**config.mk**
```make
export PLATFORM = sky130hd
export DESIGN_NAME = matmul_tile_scheduler_flat
export DESIGN_NICKNAME = d
export VERILOG_FILES = /design/src/rtl/matmul_tile_scheduler_pkg.sv /design/src/rtl/matmul_tile_scheduler_if.sv /design/src/rtl/matmul_tile_scheduler_tile_index_counter.sv /design/src/rtl/matmul_tile_scheduler.sv /design/src/flat_wrapper.sv
export SDC_FILE = /design/constraint.sdc
export NUM_CORES = 1
export LEC_CHECK = 0
export CAP_MARGIN = 20
export CORE_MARGIN = 2
export CORE_UTILIZATION = 54
export DETAILED_ROUTE_END_ITERATION = 7
export GPL_TIMING_DRIVEN = 0
export PLACE_DENSITY = 0.86
export SYNTH_ARGS = -nofsm -noshare
export SYNTH_HDL_FRONTEND = slang
export SYNTH_SLANG_ARGS = --single-unit
```
**constraint.sdc**
```tcl
create_clock -name clk -period 12.5 [get_ports clk]
set_input_delay 2.5 -clock clk [delete_from_list [all_inputs] [get_ports clk]]
set_output_delay 2.5 -clock clk [all_outputs]
set_load 0.1 [all_outputs]
```
**src/rtl/matmul_tile_scheduler_pkg.sv**
```systemverilog
// matmul_tile_scheduler_pkg
// Shared definitions for the tiled matrix-multiply job scheduler:
//   - default array/matrix geometry (systolic edge, output edge, tiles per edge)
//   - tile index width and per-job address stride defaults
//   - scheduler state encoding
package matmul_tile_scheduler_pkg;

    localparam int WIDTH_HEIGHT_DEFAULT     = 16;
    localparam int WIDTH_HEIGHT_OUT_DEFAULT = 128;
    localparam int MAT_NUM_DEFAULT          = WIDTH_HEIGHT_OUT_DEFAULT / WIDTH_HEIGHT_DEFAULT;
    localparam int IDX_WIDTH_DEFAULT        = $clog2(MAT_NUM_DEFAULT);
    localparam int TILE_STRIDE_DEFAULT      = WIDTH_HEIGHT_DEFAULT * WIDTH_HEIGHT_DEFAULT;

    typedef enum logic [2:0] {
        IDLE      = 3'd0,
        ISSUE     = 3'd1,
        WAIT_ACK  = 3'd2,
        WAIT_DONE = 3'd3,
        ADVANCE   = 3'd4,
        FINISH    = 3'd5
    } state_t;

endpackage

```
**src/rtl/matmul_tile_scheduler_if.sv**
```systemverilog
// matmul_tile_scheduler_if
// Job bus between the tile scheduler (master) and the multiply controller (slave).
//   mult_active    : one-cycle job request, scheduler -> controller
//   mult_done      : controller idle flag (high while in HOLD), controller -> scheduler
//   submatrix_row  : accumulator-table row of the current job
//   submatrix_col  : accumulator-table col of the current job
//   k_idx          : reduction index of the current job
//   accum_first    : overwrite (rather than accumulate) for k_idx == 0
//   job_addr       : base address of the current job
interface matmul_tile_scheduler_if #(
    parameter int ADDR_WIDTH = matmul_tile_scheduler_pkg::WIDTH_HEIGHT_DEFAULT * 8,
    parameter int IDX_WIDTH  = matmul_tile_scheduler_pkg::IDX_WIDTH_DEFAULT
);

    logic                  mult_active;
    logic                  mult_done;
    logic [IDX_WIDTH-1:0]  submatrix_row;
    logic [IDX_WIDTH-1:0]  submatrix_col;
    logic [IDX_WIDTH-1:0]  k_idx;
    logic                  accum_first;
    logic [ADDR_WIDTH-1:0] job_addr;

    modport master (
        output mult_active, submatrix_row, submatrix_col, k_idx, accum_first, job_addr,
        input  mult_done
    );

    modport slave (
        input  mult_active, submatrix_row, submatrix_col, k_idx, accum_first, job_addr,
        output mult_done
    );

endinterface

```
**src/rtl/matmul_tile_scheduler_tile_index_counter.sv**
```systemverilog
// tile_index_counter
// Nested row/col/k tile counter; k is innermost, row outermost.
//   clk, reset : clock, asynchronous active-high reset
//   clear      : return all indices to zero
//   inc        : step to the next (row, col, k) position
//   *_m1       : inclusive upper limits of each index
//   row/col/k  : current indices (registered)
//   k_first    : registered flag, high when k == 0
//   last       : current position is the final one of the sequence
module tile_index_counter
    import matmul_tile_scheduler_pkg::*;
#(
    parameter int IDX_WIDTH = IDX_WIDTH_DEFAULT
) (
    input  logic                 clk,
    input  logic                 reset,
    input  logic                 clear,
    input  logic                 inc,
    input  logic [IDX_WIDTH-1:0] row_m1,
    input  logic [IDX_WIDTH-1:0] col_m1,
    input  logic [IDX_WIDTH-1:0] k_m1,
    output logic [IDX_WIDTH-1:0] row,
    output logic [IDX_WIDTH-1:0] col,
    output logic [IDX_WIDTH-1:0] k,
    output logic                 k_first,
    output logic                 last
);

    assign last = (row == row_m1) && (col == col_m1) && (k == k_m1);

    // k_first is kept as its own flop so accum_first leaves the block registered
    always_ff @(posedge clk or posedge reset) begin
        if (reset) begin
            row     <= '0;
            col     <= '0;
            k       <= '0;
            k_first <= 1'b1;
        end else if (clear) begin
            row     <= '0;
            col     <= '0;
            k       <= '0;
            k_first <= 1'b1;
        end else if (inc) begin
            if (k != k_m1) begin
                k       <= k + 1'b1;
                k_first <= 1'b0;
            end else begin
                k       <= '0;
                k_first <= 1'b1;
                if (col != col_m1) begin
                    col <= col + 1'b1;
                end else begin
                    col <= '0;
                    if (row != row_m1) begin
                        row <= row + 1'b1;
                    end else begin
                        row <= '0;
                    end
                end
            end
        end
    end

endmodule

```
**src/rtl/matmul_tile_scheduler.sv**
```systemverilog
// matmul_tile_scheduler
// Issues one sub-matrix job at a time to the multiply controller, walking
// output tiles (row, col) and the reduction index k of a tiled matmul.
//   clk, reset       : clock, asynchronous active-high reset
//   start            : begin a job sequence (sampled in IDLE only)
//   row/col/k_tiles_m1 : tile counts minus one, latched on accepted start
//   base_addr        : address of the first job, latched on accepted start
//   busy             : high outside IDLE
//   done             : one-cycle pulse after the last job completes
//   ctrl             : job bus to the multiply controller (master side)
module matmul_tile_scheduler
    import matmul_tile_scheduler_pkg::*;
#(
    parameter int WIDTH_HEIGHT     = WIDTH_HEIGHT_DEFAULT,
    parameter int ADDR_WIDTH       = WIDTH_HEIGHT * 8,
    parameter int WIDTH_HEIGHT_OUT = WIDTH_HEIGHT_OUT_DEFAULT,
    parameter int MAT_NUM          = WIDTH_HEIGHT_OUT / WIDTH_HEIGHT,
    parameter int TILE_STRIDE      = WIDTH_HEIGHT * WIDTH_HEIGHT,
    localparam int IDX_WIDTH       = $clog2(MAT_NUM)
) (
    input  logic                     clk,
    input  logic                     reset,
    input  logic                     start,
    input  logic [IDX_WIDTH-1:0]     row_tiles_m1,
    input  logic [IDX_WIDTH-1:0]     col_tiles_m1,
    input  logic [IDX_WIDTH-1:0]     k_tiles_m1,
    input  logic [ADDR_WIDTH-1:0]    base_addr,
    output logic                     busy,
    output logic                     done,
    matmul_tile_scheduler_if.master  ctrl
);

    state_t                state_q, state_d;
    logic                  active_q, active_d;
    logic                  busy_q, done_q;
    logic                  cnt_inc, cnt_clear, cnt_last;
    logic [IDX_WIDTH-1:0]  row_m1_q, col_m1_q, k_m1_q;
    logic [ADDR_WIDTH-1:0] addr_q;

    tile_index_counter #(
        .IDX_WIDTH (IDX_WIDTH)
    ) u_counter (
        .clk     (clk),
        .reset   (reset),
        .clear   (cnt_clear),
        .inc     (cnt_inc),
        .row_m1  (row_m1_q),
        .col_m1  (col_m1_q),
        .k_m1    (k_m1_q),
        .row     (ctrl.submatrix_row),
        .col     (ctrl.submatrix_col),
        .k       (ctrl.k_idx),
        .k_first (ctrl.accum_first),
        .last    (cnt_last)
    );

    assign ctrl.mult_active = active_q;
    assign ctrl.job_addr    = addr_q;
    assign busy             = busy_q;
    assign done             = done_q;

    // State register plus registered outputs derived from the next state
    always_ff @(posedge clk or posedge reset) begin
        if (reset) begin
            state_q  <= IDLE;
            active_q <= 1'b0;
            busy_q   <= 1'b0;
            done_q   <= 1'b0;
        end else begin
            state_q  <= state_d;
            active_q <= active_d;
            busy_q   <= (state_d != IDLE);
            done_q   <= (state_d == FINISH);
        end
    end

    // ISSUE raises the request only once the controller reports HOLD; a request
    // that went out this cycle (active_q) moves on to wait for the acknowledge.
    always_comb begin
        state_d   = state_q;
        active_d  = 1'b0;
        cnt_inc   = 1'b0;
        cnt_clear = 1'b0;
        case (state_q)
            IDLE: begin
                if (start) begin
                    state_d  = ISSUE;
                    active_d = ctrl.mult_done;
                end
            end
            ISSUE: begin
                if (active_q) begin
                    state_d = WAIT_ACK;
                end else begin
                    active_d = ctrl.mult_done;
                end
            end
            WAIT_ACK: begin
                if (!ctrl.mult_done) begin
                    state_d = WAIT_DONE;
                end
            end
            WAIT_DONE: begin
                if (ctrl.mult_done) begin
                    state_d = ADVANCE;
                end
            end
            ADVANCE: begin
                if (cnt_last) begin
                    state_d   = FINISH;
                    cnt_clear = 1'b1;
                end else begin
                    state_d  = ISSUE;
                    cnt_inc  = 1'b1;
                    active_d = ctrl.mult_done;
                end
            end
            FINISH: begin
                state_d = IDLE;
            end
            default: begin
                state_d = IDLE;
            end
        endcase
    end

    // Configuration is captured on an accepted start; the job address steps by
    // one tile per job and wraps naturally at ADDR_WIDTH.
    always_ff @(posedge clk or posedge reset) begin
        if (reset) begin
            row_m1_q <= '0;
            col_m1_q <= '0;
            k_m1_q   <= '0;
            addr_q   <= '0;
        end else if (state_q == IDLE && start) begin
            row_m1_q <= row_tiles_m1;
            col_m1_q <= col_tiles_m1;
            k_m1_q   <= k_tiles_m1;
            addr_q   <= base_addr;
        end else if (state_q == ADVANCE) begin
            addr_q <= cnt_last ? '0 : addr_q + ADDR_WIDTH'(TILE_STRIDE);
        end
    end

endmodule

```
**src/flat_wrapper.sv**
```systemverilog
// flat-port wrapper written by rule: the top's interface ports become plain ports
module matmul_tile_scheduler_flat import matmul_tile_scheduler_pkg::*;
#(
    parameter int WIDTH_HEIGHT     = WIDTH_HEIGHT_DEFAULT,
    parameter int ADDR_WIDTH       = WIDTH_HEIGHT * 8,
    parameter int WIDTH_HEIGHT_OUT = WIDTH_HEIGHT_OUT_DEFAULT,
    parameter int MAT_NUM          = WIDTH_HEIGHT_OUT / WIDTH_HEIGHT,
    parameter int TILE_STRIDE      = WIDTH_HEIGHT * WIDTH_HEIGHT,
    localparam int IDX_WIDTH       = $clog2(MAT_NUM)
)
  (clk, reset, start, row_tiles_m1, col_tiles_m1, k_tiles_m1, base_addr, busy, done, ctrl_mult_active, ctrl_submatrix_row, ctrl_submatrix_col, ctrl_k_idx, ctrl_accum_first, ctrl_job_addr, ctrl_mult_done);
  matmul_tile_scheduler_if #(.ADDR_WIDTH(ADDR_WIDTH), .IDX_WIDTH((3))) ctrl_i ();
  input  logic clk;
  input  logic reset;
  input  logic start;
  input  logic [IDX_WIDTH-1:0] row_tiles_m1;
  input  logic [IDX_WIDTH-1:0] col_tiles_m1;
  input  logic [IDX_WIDTH-1:0] k_tiles_m1;
  input  logic [ADDR_WIDTH-1:0] base_addr;
  output logic busy;
  output logic done;
  output wire logic [$bits(ctrl_i.mult_active)-1:0] ctrl_mult_active;
  output wire logic [$bits(ctrl_i.submatrix_row)-1:0] ctrl_submatrix_row;
  output wire logic [$bits(ctrl_i.submatrix_col)-1:0] ctrl_submatrix_col;
  output wire logic [$bits(ctrl_i.k_idx)-1:0] ctrl_k_idx;
  output wire logic [$bits(ctrl_i.accum_first)-1:0] ctrl_accum_first;
  output wire logic [$bits(ctrl_i.job_addr)-1:0] ctrl_job_addr;
  input wire logic [$bits(ctrl_i.mult_done)-1:0] ctrl_mult_done;
  assign ctrl_mult_active = ctrl_i.mult_active;
  assign ctrl_submatrix_row = ctrl_i.submatrix_row;
  assign ctrl_submatrix_col = ctrl_i.submatrix_col;
  assign ctrl_k_idx = ctrl_i.k_idx;
  assign ctrl_accum_first = ctrl_i.accum_first;
  assign ctrl_job_addr = ctrl_i.job_addr;
  assign ctrl_i.mult_done = ctrl_mult_done;
  matmul_tile_scheduler #(.WIDTH_HEIGHT(WIDTH_HEIGHT), .ADDR_WIDTH(ADDR_WIDTH), .WIDTH_HEIGHT_OUT(WIDTH_HEIGHT_OUT), .MAT_NUM(MAT_NUM), .TILE_STRIDE(TILE_STRIDE)) u_core (.clk(clk), .reset(reset), .start(start), .row_tiles_m1(row_tiles_m1), .col_tiles_m1(col_tiles_m1), .k_tiles_m1(k_tiles_m1), .base_addr(base_addr), .busy(busy), .done(done), .ctrl(ctrl_i));
endmodule
```
==> qor.yml <==
outcome: "complete, but fails checks"
violations: "DRC"
placed_cell_area_um2: 13620
drive_above_1_share_pct: 7.357
cp_max_fo: 10
cts_buffer_depth: 2
cts_tree: "built"
synth.distinct_cells: 75
die_area_um2: 20450
fin_skew_ns: 0.01414
power.total_mw: 4.683
die_w_um: 143.0
critical_path_required_ns: 12.82
dp_hpwl_mm: 37.53
clock_latency_ns: 0.45
synthCells: 1286
ant_nets: 0
grt_pass1_vias: 12770
min_path_type: "register to register"
crit_arrival_ns: 5.80
synth_nets: 1431
fillers: 1355
startpoint_type: "primary input"
die_y_um: 143.0
drv_cap: 0
end_kind: "register"
yosys_register_bits: 153
path_clk_slew_ns: 0.08
relSlewSlack_pct: 19.74
ys_seq_area_share_pct: 36.71
min_period_ns: 5.482
first_iter_violations: 2628
track_usage_pct: 50.01
syn_area_per_cell_um2: 8.112
fin_area_um2: 14260
antenna_found_initial: 0
rsz0062_at_grt: "no"
drc: 17
ir_worst_vdd_mv: 0.2459
finalWeightedCongestion: 1.063
netlist_area_um2: 10430
drt-total-wl_mm: 52.10
start_util_pct: 55.40
vias_per_cell: 7.293
portBuffers: 281
power.density_nw_per_um2: 328.5
wire_per_inst_um: 27.95
pin_count: 282
hold_viol_final: 0
h-tree-depth: 4
worst_pin_slew_ns: 1.193
n_antenna_cell: 0
crit_type: "primary input to register"
syn_to_final_growth_pct: 36.65
drv_slew: 0
root_buffer: "clkbuf_16"
synth_ff_type: "dfrtp_1"
tns_ns: 0
clock_sinks: 153
fp.coreArea_um2: 18830
leakage_nw: 5.487
rows: 50
hold_buffers: 0
postCtsSetupRepairBufs: 0
final_util_pct: 75.71
finalSetupViolations: 0
cts_buffers: 17
synth_edf_count: 0
vias: 13600
synthArstFlopShare_pct: 100.0
period_share_pct: 43.85
nets: 1736
gr-total-overflow: 0
dr.pass1.iters: 8
yosysWarnings: 0
clock.fmax_mhz: 182.4
cts_resized: 0
grt_pass1_wl_mm: 75.98
grt_max_degree: 95
==> worst max-delay path, stage by stage <==
cell	delay (ns)
clkdlybuf4s50_1	0.56
nor4b_2	0.74
a31o_2	0.22
buf_2	0.18
buf_2	0.29
buf_1	0.88
a31oi_1	0.09
o21ai_0	0.23
nand3_1	0.11
==> cell usage after synthesis (3+ instances only) <==
master / number / area share [%]
nand2_1: 163 / 5.9
xnor2_1: 9 / 0.76
o22ai_1: 7 / 0.42
a22oi_1: 15 / 1.1
mux2_2: 11 / 1.2
dfrtp_1: 152 / 36
nor4_2: 8 / 0.96
buf_6: 5 / 0.54
a31oi_1: 34 / 2.0
nand4_1: 76 / 4.6
and4_1: 18 / 1.5
a32oi_1: 4 / 0.34
buf_2: 12 / 0.58
or3_1: 14 / 0.84
or2_2: 4 / 0.24
and2_1: 13 / 0.78
o21ai_0: 145 / 7.0
a41oi_1: 3 / 0.25
and3_1: 24 / 1.4
a21o_1: 7 / 0.50
o31ai_1: 7 / 0.50
inv_1: 40 / 1.4
o311ai_0: 5 / 0.42
a22o_1: 18 / 1.5
o31a_1: 18 / 1.5
buf_4: 6 / 0.43
clkbuf_1: 49 / 1.8
o211a_1: 5 / 0.48
or4_4: 3 / 0.32
mux2i_1: 4 / 0.38
buf_1: 7 / 0.25
nand3_1: 73 / 3.5
o211ai_1: 11 / 0.79
nor4_4: 5 / 1.0
nor2_1: 76 / 2.7
nor3b_1: 13 / 0.94
nand4_4: 3 / 0.61
or4_1: 14 / 1.0
nor4_1: 35 / 2.1
a21oi_1: 80 / 3.8
ha_1: 4 / 0.48
o2bb2ai_1: 6 / 0.50
nor3_1: 34 / 1.6
==> routing by layer <==
metal / global-route usage [%] / vias up / share of wire (%)
li1: - / 5514 / -
met5: 0 / - / 0
met3: 18.54 / 374 / 16
met1: 64.54 / 6338 / 35
met2: 71.07 / 1369 / 41
met4: 30.43 / 0 / 7.9
==> final timing paths <==
kind	start	endpoint	slack, ns	cells past startpoint
max reg2reg	u_core.state_q[1]	u_core.ctrl.job_addr[75]	8.96	9
max	start	u_core.ctrl.job_addr[75]	7.02	9
min reg2reg	u_core.ctrl.job_addr[4]	u_core.ctrl.job_addr[4]	0.51	1
min in group asynchronous	reset	u_core.ctrl.job_addr[6]	2.48	2
max in group asynchronous	reset	u_core.ctrl.job_addr[64]	9.12	3
min	u_core.ctrl.job_addr[4]	u_core.ctrl.job_addr[4]	0.51	1
==> power by group <==
group,switching [mW],internal [mW]
combinational,2.33,0.719
sequential,0.376,0.698
clock,0.282,0.276
total,2.99,1.69
==> placed cells by master, fill, tap and decap left out, types with 34 or more instances in the layout <==
cell,count
clkbuf_1,49
a31oi_1,34
nor2_1,76
a21oi_1,80
clkdlybuf4s50_1,281
o21ai_0,145
nand2_1,163
nand3_1,73
nand4_1,76
inv_1,39
nor3_1,34
nor4_1,35
dfrtp_1,152
==> stage by stage <==
step	setup WS, ns	std cells	hold slack, ns
after detailed placement	6.850	1830	0.4849
after CTS	7.292	1862	0.5075
after floorplan	5.880	1286	0.5023
after global placement	3.661	1827	0.4570
final	7.018	1864	0.5082
after global routing	6.956	1864	0.5164
==> cell families (layout without fill, tap and decap cells) <==
logic type      after synthesis  after routing  synth area share (%)
xor+xnor                      9              9                0.7556
compound gates              375            375                 21.98
fa+ha+maj                     4              4                0.4798
buf+inv                     121            439                 5.133
simple gates                609            609                 33.37
mux                          15             15                 1.571
flops                       153            153                 36.71
==> sequential cells by signal (all words and copies together), names as in the netlist, 3 cells and up <==
register / flops
u_core.col_m1_q: 3
u_core.u_counter.row: 3
u_core.u_counter.k: 3
u_core.row_m1_q: 3
u_core.ctrl.job_addr: 128
u_core.u_counter.col: 3
u_core.state_q: 3
u_core.k_m1_q: 3
==> layout make-up <==
type                            count  area [µm²]  share of cell area (%)
Multi-Input combinational cell   1012        6067                   42.56
Sequential cell                   153        3830                   26.86
Timing Repair Buffer              286        2868                   20.12
Clock inverter                     15       200.2                   1.404
Clock buffer                       17       425.4                   2.984
Inverter                           40       155.1                   1.088
Tap cell                          260       325.3                   2.282
Buffer                             81       385.4                   2.703
No activity file was read; power rests on OpenSTA's default activity.
